===== src/rtl/alu_pkg.sv =====
// alu_pkg: ALU control codes shared with the control decoder, plus FSM state encoding
package alu_pkg;
  localparam logic [2:0] ALU_ADD = 3'b000;
  localparam logic [2:0] ALU_SUB = 3'b001;
  localparam logic [2:0] ALU_AND = 3'b010;
  localparam logic [2:0] ALU_OR  = 3'b011;
  localparam logic [2:0] ALU_XOR = 3'b100;
  localparam logic [2:0] ALU_SLT = 3'b101;
  localparam logic [2:0] ALU_SLL = 3'b110;
  localparam logic [2:0] ALU_SRL = 3'b111;
  typedef enum logic [1:0] {
    S_IDLE  = 2'd0,
    S_SHIFT = 2'd1,
    S_DONE  = 2'd2
  } state_t;
endpackage


===== src/rtl/alu_comb.sv =====
// alu_comb: single-cycle ADD/SUB/AND/OR/XOR/SLT unit; shift codes yield zero
module alu_comb
  import alu_pkg::*;
#(
  parameter int WIDTH = 32
) (
  input  logic [2:0]       alu_control,
  input  logic [WIDTH-1:0] a,
  input  logic [WIDTH-1:0] b,
  output logic [WIDTH-1:0] result
);
  logic lt;
  assign lt = $signed(a) < $signed(b);
  // select the single-cycle operation; shifts are handled by the iterating top level
  always_comb
    result = alu_control == ALU_ADD ? a + b :
             alu_control == ALU_SUB ? a - b :
             alu_control == ALU_AND ? a & b :
             alu_control == ALU_OR  ? a | b :
             alu_control == ALU_XOR ? a ^ b :
             alu_control == ALU_SLT ? {{(WIDTH-1){1'b0}}, lt} : '0;
endmodule


===== src/rtl/alu_multicycle.sv =====
// alu_multicycle: handshaked ALU; logic/arith in one cycle, shifts one bit per cycle
module alu_multicycle
  import alu_pkg::*;
#(
  parameter int WIDTH   = 32,
  parameter int SHAMT_W = 5
) (
  input  logic             clk,
  input  logic             rst,
  input  logic             in_valid,
  output logic             in_ready,
  input  logic [2:0]       in_alu_control,
  input  logic [WIDTH-1:0] in_a,
  input  logic [WIDTH-1:0] in_b,
  output logic             out_valid,
  input  logic             out_ready,
  output logic [WIDTH-1:0] out_result,
  output logic             out_zero
);
  state_t state_q, state_d;
  logic [WIDTH-1:0] acc_q, acc_d, result_q, result_d, comb_result, shifted;
  logic [SHAMT_W-1:0] cnt_q, cnt_d, shamt;
  logic srl_q, srl_d, zero_q, zero_d, accept, is_shift;

  assign shamt    = in_b[SHAMT_W-1:0];
  assign is_shift = in_alu_control == ALU_SLL || in_alu_control == ALU_SRL;
  assign accept   = in_valid && in_ready;

  alu_comb #(.WIDTH(WIDTH)) u_comb (
    .alu_control (in_alu_control),
    .a           (in_a),
    .b           (in_b),
    .result      (comb_result)
  );

  // state and datapath registers; reset leaves a zero result with the zero flag set
  always_ff @(posedge clk or posedge rst)
    if (rst) begin
      state_q  <= S_IDLE;
      acc_q    <= '0;
      cnt_q    <= '0;
      srl_q    <= 1'b0;
      result_q <= '0;
      zero_q   <= 1'b1;
    end else begin
      state_q  <= state_d;
      acc_q    <= acc_d;
      cnt_q    <= cnt_d;
      srl_q    <= srl_d;
      result_q <= result_d;
      zero_q   <= zero_d;
    end

  // next state: zero-length shifts skip SHIFT, the last shift step lands in DONE
  always_comb begin
    state_d = state_q;
    case (state_q)
      S_IDLE:  if (in_valid) state_d = (is_shift && shamt != '0) ? S_SHIFT : S_DONE;
      S_SHIFT: if (cnt_q == SHAMT_W'(1)) state_d = S_DONE;
      S_DONE:  if (out_ready) state_d = S_IDLE;
      default: state_d = S_IDLE;
    endcase
  end

  // handshake outputs follow the state directly
  always_comb begin
    in_ready  = state_q == S_IDLE;
    out_valid = state_q == S_DONE;
  end

  // capture operands at accept, then step the accumulator one position per cycle in SHIFT
  always_comb begin
    shifted  = srl_q ? acc_q >> 1 : acc_q << 1;
    acc_d    = acc_q;
    cnt_d    = cnt_q;
    srl_d    = srl_q;
    result_d = result_q;
    if (accept) begin
      acc_d    = in_a;
      cnt_d    = is_shift ? shamt : '0;
      srl_d    = in_alu_control == ALU_SRL;
      result_d = !is_shift ? comb_result : shamt == '0 ? in_a : result_q;
    end else if (state_q == S_SHIFT) begin
      acc_d = shifted;
      cnt_d = cnt_q - SHAMT_W'(1);
      if (cnt_q == SHAMT_W'(1)) result_d = shifted;
    end
    zero_d = result_d == '0;
  end

  assign out_result = result_q;
  assign out_zero   = zero_q;
endmodule


===== config.mk =====
export PLATFORM = sky130hd
export DESIGN_NAME = alu_multicycle
export DESIGN_NICKNAME = d
export VERILOG_FILES = /design/src/rtl/alu_pkg.sv /design/src/rtl/alu_comb.sv /design/src/rtl/alu_multicycle.sv
export SDC_FILE = /design/constraint.sdc
export NUM_CORES = 1
export LEC_CHECK = 0
export ABC_AREA = 1
export BUFFER_PORTS_ARGS = -buffer_cell sky130_fd_sc_hd__buf_2
export CAP_MARGIN = 10
export CORE_MARGIN = 3
export CORE_UTILIZATION = 39
export DETAILED_ROUTE_END_ITERATION = 12
export GPL_TIMING_DRIVEN = 0
export SLEW_MARGIN = 30
export SYNTH_ARGS = -nofsm -noshare
export SYNTH_HDL_FRONTEND = slang
export SYNTH_HIERARCHICAL = 1
export SYNTH_SLANG_ARGS = --single-unit

===== constraint.sdc =====
create_clock -name clk -period 2.8 [get_ports clk]
set_clock_uncertainty 0.15 [all_clocks]
set_input_delay 0.56 -clock clk [delete_from_list [all_inputs] [get_ports clk]]
set_output_delay 0.56 -clock clk [all_outputs]
set_load 0.02 [all_outputs]

Yosys cells after proc, flatten, opt, wreduce, memory -nomap -nowiden
Index checks and enable logic that the tools add are counted.
- register bits after elaboration: 73
- output and inout port bits: 35
- add/subtract/negate cells: 3
- magnitude comparators: 1
- equality and inequality tests: 13
- muxes and demuxes: 22
- bitwise logic cells: 3
- reduce and logical (&&, ||, !) cells: 10
- operators with widths (cell ; count):
    32-bit two-way mux ; 13
    32-bit adder ; 1
    32-bit AND ; 1
    32-bit zero test ; 1
    32-bit less-than comparator ; 1
    32-bit OR ; 1
    32-bit subtractor ; 1
    32-bit XOR ; 1
    5-bit two-way mux ; 3
    3-bit == test (second input constant) ; 4
    2-bit two-way mux ; 4
    3-bit by 2-bit == test with 1-bit output (second input constant) ; 2
    2-bit one-hot mux with 3 select lines ; 1
    5-bit by 1-bit == test with 1-bit output (second input constant) ; 1
    5-bit zero test ; 1
    5-bit nonzero test ; 1
    5-bit by 1-bit subtractor with 5-bit output (second input constant) ; 1
    2-bit != test (second input constant) ; 2
    3-bit by 1-bit == test with 1-bit output (second input constant) ; 1
    3-bit zero test ; 1
    3-bit AND reduction ; 1
    2-bit by 1-bit == test with 1-bit output (second input constant) ; 1
    2-bit == test (second input constant) ; 1
    1-bit logical AND ; 2
    other kinds (5) ; 5

Logic depth before layout (Yosys ltp)
Gate-level depths: netlist of the first run.
- depth after elaboration: 10
- depth in mapped cells: 26
- depth with buffers taken out: 26

Hierarchy
Netlist of the first run, hierarchy kept.
- by module, submodules not included (module ; instances ; cells an instance ; area an instance (µm²)):
    alu_comb ; 1 ; 1041 ; 5646.7
    alu_multicycle ; 1 ; 688 ; 4913.5

Worst setup path after synthesis of the first run
No wires, ideal clock.
- path kind: input to register
- start: input in_a[0]
- end: register zero_q, in the netlist out_zero
- library setup time: 0.067 ns
- arrival: 2.853 ns
- data required time: 2.583 ns
- path slack: -0.270 ns
- cell stages on the path: 25
- path buffers: 0
- path through: inv_1 -> ha_1 -> fa_1 -> inv_1 -> nand2_1 -> nand2_1 -> nand3_1 -> nand2_2 -> nand2_1 -> nand2_2 -> nand2_1 -> nand2_1 -> nand2_1 -> nand2_1 -> nand2_1 -> nand3_1 -> nand3_1 -> or2_2 -> nand3_1 -> nand2_1 -> nor2_1 -> nand2_1 -> nor2_1 -> nand2_1 -> nor2_1
- RTL lines (item ; RTL line ; text):
    from (decl) ; alu_multicycle.sv:13 ; input logic [WIDTH-1:0] in_a,
    32-bit subtractor ; alu_comb.sv:17 ; alu_control == ALU_SUB ? a - b :
    32-bit two-way mux ; alu_comb.sv:17 ;
    32-bit two-way mux (*) ; alu_comb.sv:16 ; result = alu_control == ALU_ADD ? a + b :
    net comb_result[28] ; alu_multicycle.sv:21 ; logic [WIDTH-1:0] acc_q, acc_d, result_q, result_d, comb_result, shifted;
    32-bit two-way mux (*) ; alu_multicycle.sv:82 ; result_d = !is_shift ? comb_result : shamt == '0 ? in_a : result_q;
    32-bit two-way mux (*) ; alu_multicycle.sv:78 ; if (accept) begin
    net result_d[28] ; alu_multicycle.sv:21 ;
    32-bit zero test (*) ; alu_multicycle.sv:88 ; zero_d = result_d == '0;
    net zero_d ; alu_multicycle.sv:23 ; logic srl_q, srl_d, zero_q, zero_d, accept, is_shift;
    to (signal assigned) ; alu_multicycle.sv:51 ; zero_q <= zero_d;
    to (decl) ; alu_multicycle.sv:23 ;
Mark *: on every way through the listed nets, which the timed path passes. The rest lies on a longest branch.
A chain may end at the register's enable or synchronous reset.

Final worst setup path of the first run
- start: input in_a[2]
- end: register zero_q, in the netlist out_zero
The elaborated chain is that of the path after synthesis.

==> results_dict.tcl, run 1 <==
set metrics [dict create \
    reg2regPathDepth 13 \
    drv_slew 0 \
    end_kind "flip-flop" \
    synth_edf_count 0 \
    worstPathRequired_ns 2.93 \
    slowest_stage "or2_2" \
    num_antenna_cells 0 \
    synth_top_family_by_area "simple AND/OR/NAND/NOR gates" \
    ys.flop_type "dfrtp_1" \
    tns_ns -0.276 \
    setup_slack_ns -0.276 \
    r2r-start "cnt_q[1]$_DFFE_PP0P_" \
    synth_area_leaders "dfrtp_1 (17%), nand2_1 (15%), ha_1 (12%), nand3_1 (8.4%), inv_1 (7.6%)" \
    ys_seq_area_frac 0.173 \
    synth_seq_cells 73 \
    hold_path_class "input pin to asynchronous set/reset pin" \
    vias_per_cell 5.75 \
    ant_nets 0 \
    clock_path_buffers 2 \
    layout.nets 2070 \
    die_area_mm2 0.0291 \
    synth_compound_area_frac 0.205 \
    wl_um 48100 \
    drive_gt1_frac 0.322 \
    finalHoldViolCount 0 \
    yosys.area.top_type "dfrtp_1" \
    synth_async_sr_flop_share 1.00 \
    dp_hpwl_um 38400 \
    final_cells 2237 \
    cpPeakStageDelay_ns 0.35 \
    rsz0062_at_grt "yes" \
    status "finished with violations" \
    grt_pass1_wl_um 71000 \
    synth_top_area_frac 0.171 \
    cts_htree_levels 3 \
    cp_max_fo 6 \
    ir_drop_mv 0.324 \
    start_util 0.401 \
    muxShareOfSynthArea 0.00284 \
    synth_commonest_cells "nand2_1 (417), inv_1 (214), nand3_1 (177)" \
    initialDrtViolationCount 1407 \
    die_height_um 171 \
    place_congestion 0.996 \
    crit_top_cell "nand2_1" \
    clock-root-buffer "clkbuf_16" \
    drt_pass1_iterations 5 \
    min_period_ns 3.08 \
    worstPathCellList "buf_4, inv_1, ha_4, inv_4, a21oi_2, o21ai_4, a21oi_4, buf_4, nand2_1, nand2_1, o221ai_1, or2_2, nand3_1, nand2_1, nor2_1, nand2_1, nor2_2, nand2_2, nor2_4" \
    cts_sinks 73 \
    dp.cells 2170 \
    ys.warnings.count 6 \
    grt_max_degree 38 \
    worst_pin_slew_ns 0.823 \
    die_w_um 171 \
    hold_buffers 0 \
    crit_arrival_ns 3.21 \
    cts_made_buffers 9 \
    synth_area_per_cell_um2 6.11 \
    overflow 0 \
    area_growth_pct 32.6 \
    crit_type "input pin to flip-flop" \
    min_period_over_period 1.10 \
    drt_drc_violations_left 0 \
    via_count 12862 \
    cellLeakagePower_nw 6.70 \
    relSlewSlack 0.451 \
    max_freq_mhz 325 \
    r2r_end "out_zero$_DFF_PP1_" \
    rrSetupSlack_ns 0.45 \
    synthAdderAreaFrac 0.120 \
    cts_tree "yes" \
    netlist_instances 1729 \
    clkTransAtPathRegs_ns 0.06 \
    holdWs_ns 0.101 \
    yosysUniqueCellTypes 57 \
    synth_area_mm2 0.0106 \
    io_buffers 105 \
    antenna_found_initial 1 \
    grt_pass1_vias 12271 \
    power_w 0.00886 \
    synth-simple-area-share 0.364 \
    synth_fp_nets 1900 \
    violations "negative setup slack" \
    setup_viol_count_final 1 \
    wl_per_cell_um 21.5 \
    grt.total_usage 0.318 \
    clk_latency_ns 0.34 \
    power.density_mw_per_mm2 633 \
    core_mm2 0.0264 \
    synth_most_common_cell "nand2_1" \
    start_kind "input pin" \
    row_count 59 \
    fin_util 0.531 \
    cap_violations 0 \
    synthXorXnorAreaFrac 0.0124 \
    io_pins 106 \
]
==> worst max-delay path by stage <==
stage                        start                  to  slack [ns]
after detailed placement  in_a[19]  out_zero$_DFF_PP1_       -1.21
after floorplan            in_a[0]  out_zero$_DFF_PP1_       -0.04
after CTS                  in_a[0]  out_zero$_DFF_PP1_       -0.24
after global routing      in_b[12]  out_zero$_DFF_PP1_       -0.37
final                      in_a[2]  out_zero$_DFF_PP1_       -0.28
after global placement    in_a[19]  out_zero$_DFF_PP1_       -1.23
==> timing repair <==
action	CTS	global route
pin swaps	71	87
gates resized for setup	292	174
cloned	0	0
buffers inserted	31	23
setup endpoints to repair	22	21
==> cells in the final DEF, fill, tap and decap left out, drive strengths merged, types with 16 or more instances in the layout <==
cell type / instances
a21oi: 108
clkbuf: 43
dfrtp: 72
o211ai: 27
nor2: 155
o21ai: 124
o221ai: 16
ha: 98
nand3: 180
nand4: 41
nand2: 427
o21bai: 19
buf: 208
o22ai: 20
inv: 234
or2: 36
==> area by class of cell <==
cell class,instances,area (um^2)
sequential,73,1830
timing repair buffer,160,1100
tap,335,419
inverter,239,997
fill,2683,12400
multi-input combinational,1335,8880
clock buffer,10,239
buffer,81,489
clock inverter,4,45.0
==> stage by stage <==
stage / setup slack (ns) / instance area (um^2)
floorplan: -0.0397 / 10700
global placement: -1.23 / 11700
detailed placement: -1.21 / 11700
CTS: -0.243 / 13200
global route: -0.370 / 14000
finish: -0.276 / 14000
==> metal layers <==
layer  up-vias  GRT usage  share of wire
met1      6083      0.428           0.43
met5         -          0        0.00027
met3       115     0.0256          0.069
met2       601      0.530           0.46
li1       6061          -              -
met4         2      0.127          0.042
==> cells by family (layout without fill, tap and decap cells) <==
kind of cell | after synthesis | count (layout)
adders and majority gates | 100 | 100
and+or+nand+nor | 869 | 869
muxes | 3 | 3
DFF | 73 | 73
buffers and inverters | 321 | 494
AOI/OAI and AO/OA | 348 | 348
xor gates and xnor gates | 15 | 15
==> registers in the layout (all words and copies together), names as in the netlist <==
register,cells
cnt_q,5
out_result,32
state_q,2
out_zero,1
srl_q,1
acc_q,32
==> worst max-delay path: cells and delay by family <==
family	cells	cell delay (ns)
AND/OR/NAND/NOR	10	1.16
AO/OA/AOI/OAI	4	0.71
buffers and inverters	4	0.44
adder cells (fa/ha/maj)	1	0.33
==> report_power, final <==
group | leakage [nW] | switching, W | total [W] | internal, W
Combinational | 5.65 | 0.00375 | 0.00569 | 0.00194
Clock | 0.144 | 0.000463 | 0.00116 | 0.000700
Sequential | 0.899 | 0.000435 | 0.00201 | 0.00157
Note: power is estimated with default switching activity, not from simulation.
==> run 2: changes to the inputs <==
- CORE_ASPECT_RATIO: not set -> 0.6
- SYNTH_HIERARCHICAL: 1 -> not set
==> results_dict.tcl, run 2 <==
set metrics [dict create \
    status "finished with violations" \
    violations "negative setup slack" \
    setup_slack_ns -0.303 \
    io_pins 106 \
    power.density_mw_per_mm2 625 \
    antenna_found_initial 0 \
    rsz0062_at_grt "yes" \
    die_w_um 219 \
    initialDrtViolationCount 1794 \
    yosys.area.top_type "nand2_1" \
    drive_gt1_frac 0.285 \
    ys.flop_type "dfrtp_1" \
    die_area_mm2 0.0292 \
    dp_hpwl_um 42000 \
    drt_drc_violations_left 0 \
    cp_max_fo 10 \
    die_height_um 134 \
    crit_top_cell "nand2_1" \
    layout.nets 2170 \
    ys_seq_area_frac 0.173 \
    seqPwrFrac 0.231 \
    final_cells 2364 \
    clk_latency_ns 0.34 \
    cap_violations 0 \
    cellLeakagePower_nw 7.01 \
    crit_type "input pin to flip-flop" \
    clkTransAtPathRegs_ns 0.06 \
    yosysUniqueCellTypes 48 \
    max_freq_mhz 322 \
    vias_per_cell 5.74 \
    synth_fp_nets 1992 \
    synth_area_leaders "nand2_1 (18%), dfrtp_1 (17%), ha_1 (12%), inv_1 (9.8%), o21ai_0 (8.9%)" \
    synth_commonest_cells "nand2_1 (522), inv_1 (277), o21ai_0 (188)" \
    place_congestion 1.04 \
    netlist_instances 1821 \
    worst-path-buf-inv 4 \
    finalHoldViolCount 0 \
    start_util 0.398 \
    final_common_cell "nand2_1" \
    via_count 13564 \
    pwr-share-comb 0.635 \
    ys.warnings.count 0 \
    area_growth_pct 31.3 \
    grt_max_degree 46 \
    p_switching_w 0.00462 \
    p_int_w 0.00407 \
    row_count 46 \
    start_kind "input pin" \
    worst_pin_slew_ns 0.865 \
    worstPathCellList "buf_2, inv_1, nand2_2, inv_2, clkbuf_2, a21oi_1, nand4_1, nand2_1, nand2_1, nor2_1, nand2_1, nor2_4, nand4_1, nor2_2" \
    end_kind "flip-flop" \
    synth_top_area_frac 0.185 \
    ant_nets 0 \
    min_period_ns 3.10 \
    core_mm2 0.0266 \
    cts_tree "yes" \
    wl_per_cell_um 21.9 \
    cts_sinks 73 \
    synth_area_per_cell_um2 5.82 \
    nFillCells 2782 \
    min_period_over_period 1.11 \
    synth_async_sr_flop_share 1.00 \
    synth_seq_cells 73 \
    dp.cells 2287 \
    io_buffers 105 \
    synth_most_common_cell "nand2_1" \
    overflow 0 \
    cts_made_buffers 9 \
    synth_area_mm2 0.0106 \
    clock_path_buffers 2 \
    grt_pass1_vias 11897 \
    drv_slew 0 \
    worstPathRequired_ns 2.92 \
    num_antenna_cells 0 \
    slowest_stage "clkbuf_2" \
    relSlewSlack 0.423 \
    grt.total_usage 0.339 \
    ir_drop_mv 0.379 \
    cts_htree_levels 3 \
    hold_buffers 0 \
    synth_edf_count 0 \
    clockPowerShare 0.134 \
    p_sw_frac 0.532 \
    grt_pass1_wl_um 74000 \
    setup_viol_count_final 1 \
    cpPeakStageDelay_ns 0.35 \
    holdWs_ns 0.0664 \
    cp_top_family "simple AND/OR/NAND/NOR gates" \
    layout_common_cells "nand2_1 (431), inv_1 (224), o21ai_0 (180)" \
    hold_path_class "input pin to asynchronous set/reset pin" \
    crit_arrival_ns 3.22 \
    wl_um 51700 \
    drt_pass1_iterations 5 \
    clock-root-buffer "clkbuf_16" \
]
[run 2: final timing paths]
path / cells after the start / from / end / slack (ns)
max: 14 / in_alu_control[0] / out_zero$_DFF_PP1_ / -0.30
min: 2 / rst / acc_q[26]$_DFFE_PP0P_ / 0.07
max reg2reg: 12 / srl_q$_DFFE_PP0P_ / out_zero$_DFF_PP1_ / -0.07
min reg2reg: 2 / acc_q[7]$_DFFE_PP0P_ / acc_q[7]$_DFFE_PP0P_ / 0.33
max in group asynchronous: 3 / rst / out_zero$_DFF_PP1_ / 1.82
min in group clk: 2 / acc_q[7]$_DFFE_PP0P_ / acc_q[7]$_DFFE_PP0P_ / 0.33
[run 2: stage by stage]
| step | util | setup WS (ns) | area [um^2] | total power [W] | TNS (ns) |
|---|---|---|---|---|---|
| CTS | 0.493 | -0.139 | 13100 | 0.00819 | -0.139 |
| global route | 0.523 | -0.271 | 13900 | 0.00925 | -0.271 |
| detailed placement | 0.436 | -1.20 | 11600 | 0.00669 | -8.17 |
| floorplan | - | 0.0719 | 10600 | 0.00501 | 0 |
| global placement | 0.435 | -1.17 | 11600 | 0.00666 | -69.19 |
| finish | 0.523 | -0.303 | 13900 | 0.00870 | -0.303 |
[run 2: area by class of cell]
class                   instances  area, um^2  area share
clock buffers                  13         250      0.0180
inverters                     296        1190      0.0858
plain buffers                  75         447      0.0321
clock inverters                 3        40.0     0.00288
flip-flops and latches         73        1830       0.131
repair buffers                172        1160      0.0834
multi-input cells            1372        8540       0.614
well taps                     360         450      0.0324
[run 2: layer usage]
layer | track usage | wire, um | vias to the layer above | share of wire
met4 | 0.0823 | 1570 | 0 | 0.030
met3 | 0.0837 | 6540 | 87 | 0.13
met5 | 0 | 0 | - | 0
li1 | - | - | 6275 | -
met1 | 0.525 | 23600 | 6383 | 0.46
met2 | 0.461 | 20000 | 819 | 0.39
[run 2: worst reg2reg max path: cells and delay by family, from the launching register on]
family,cells,cell delay (ns)
AOI/OAI and AO/OA,3,0.63
buffers and inverters,3,0.66
DFF,1,0.32
and+or+nand+nor,6,1.03
[run 2: repair_timing]
item,CTS,global route
pin swaps,68,77
cloned,1,1
setup endpoints to repair,9,1
resized for setup,271,189
buffers inserted,41,23
[run 2: cells by family (layout without fill, tap and decap cells)]
family                     count (synthesis)  in the layout  share of synthesized area
and+or+nand+nor                          854            854                      0.340
AOI/OAI and AO/OA                        411            411                      0.217
buffers and inverters                    376            559                      0.145
adders and majority gates                100            100                      0.120
DFF                                       73             73                      0.173
xor gates and xnor gates                   6              6                    0.00496
muxes                                      1              1                   0.000945
[run 2: power groups by stage]
| stage | Combinational [W] | Clock, W | Sequential (W) |
|---|---|---|---|
| global placement | 0.00466 | 0 | 0.00199 |
| finish | 0.00552 | 0.00117 | 0.00201 |
| global route | 0.00600 | 0.00122 | 0.00203 |
| floorplan | 0.00293 | 0 | 0.00208 |
| detailed placement | 0.00470 | 0 | 0.00199 |
| CTS | 0.00504 | 0.00117 | 0.00198 |
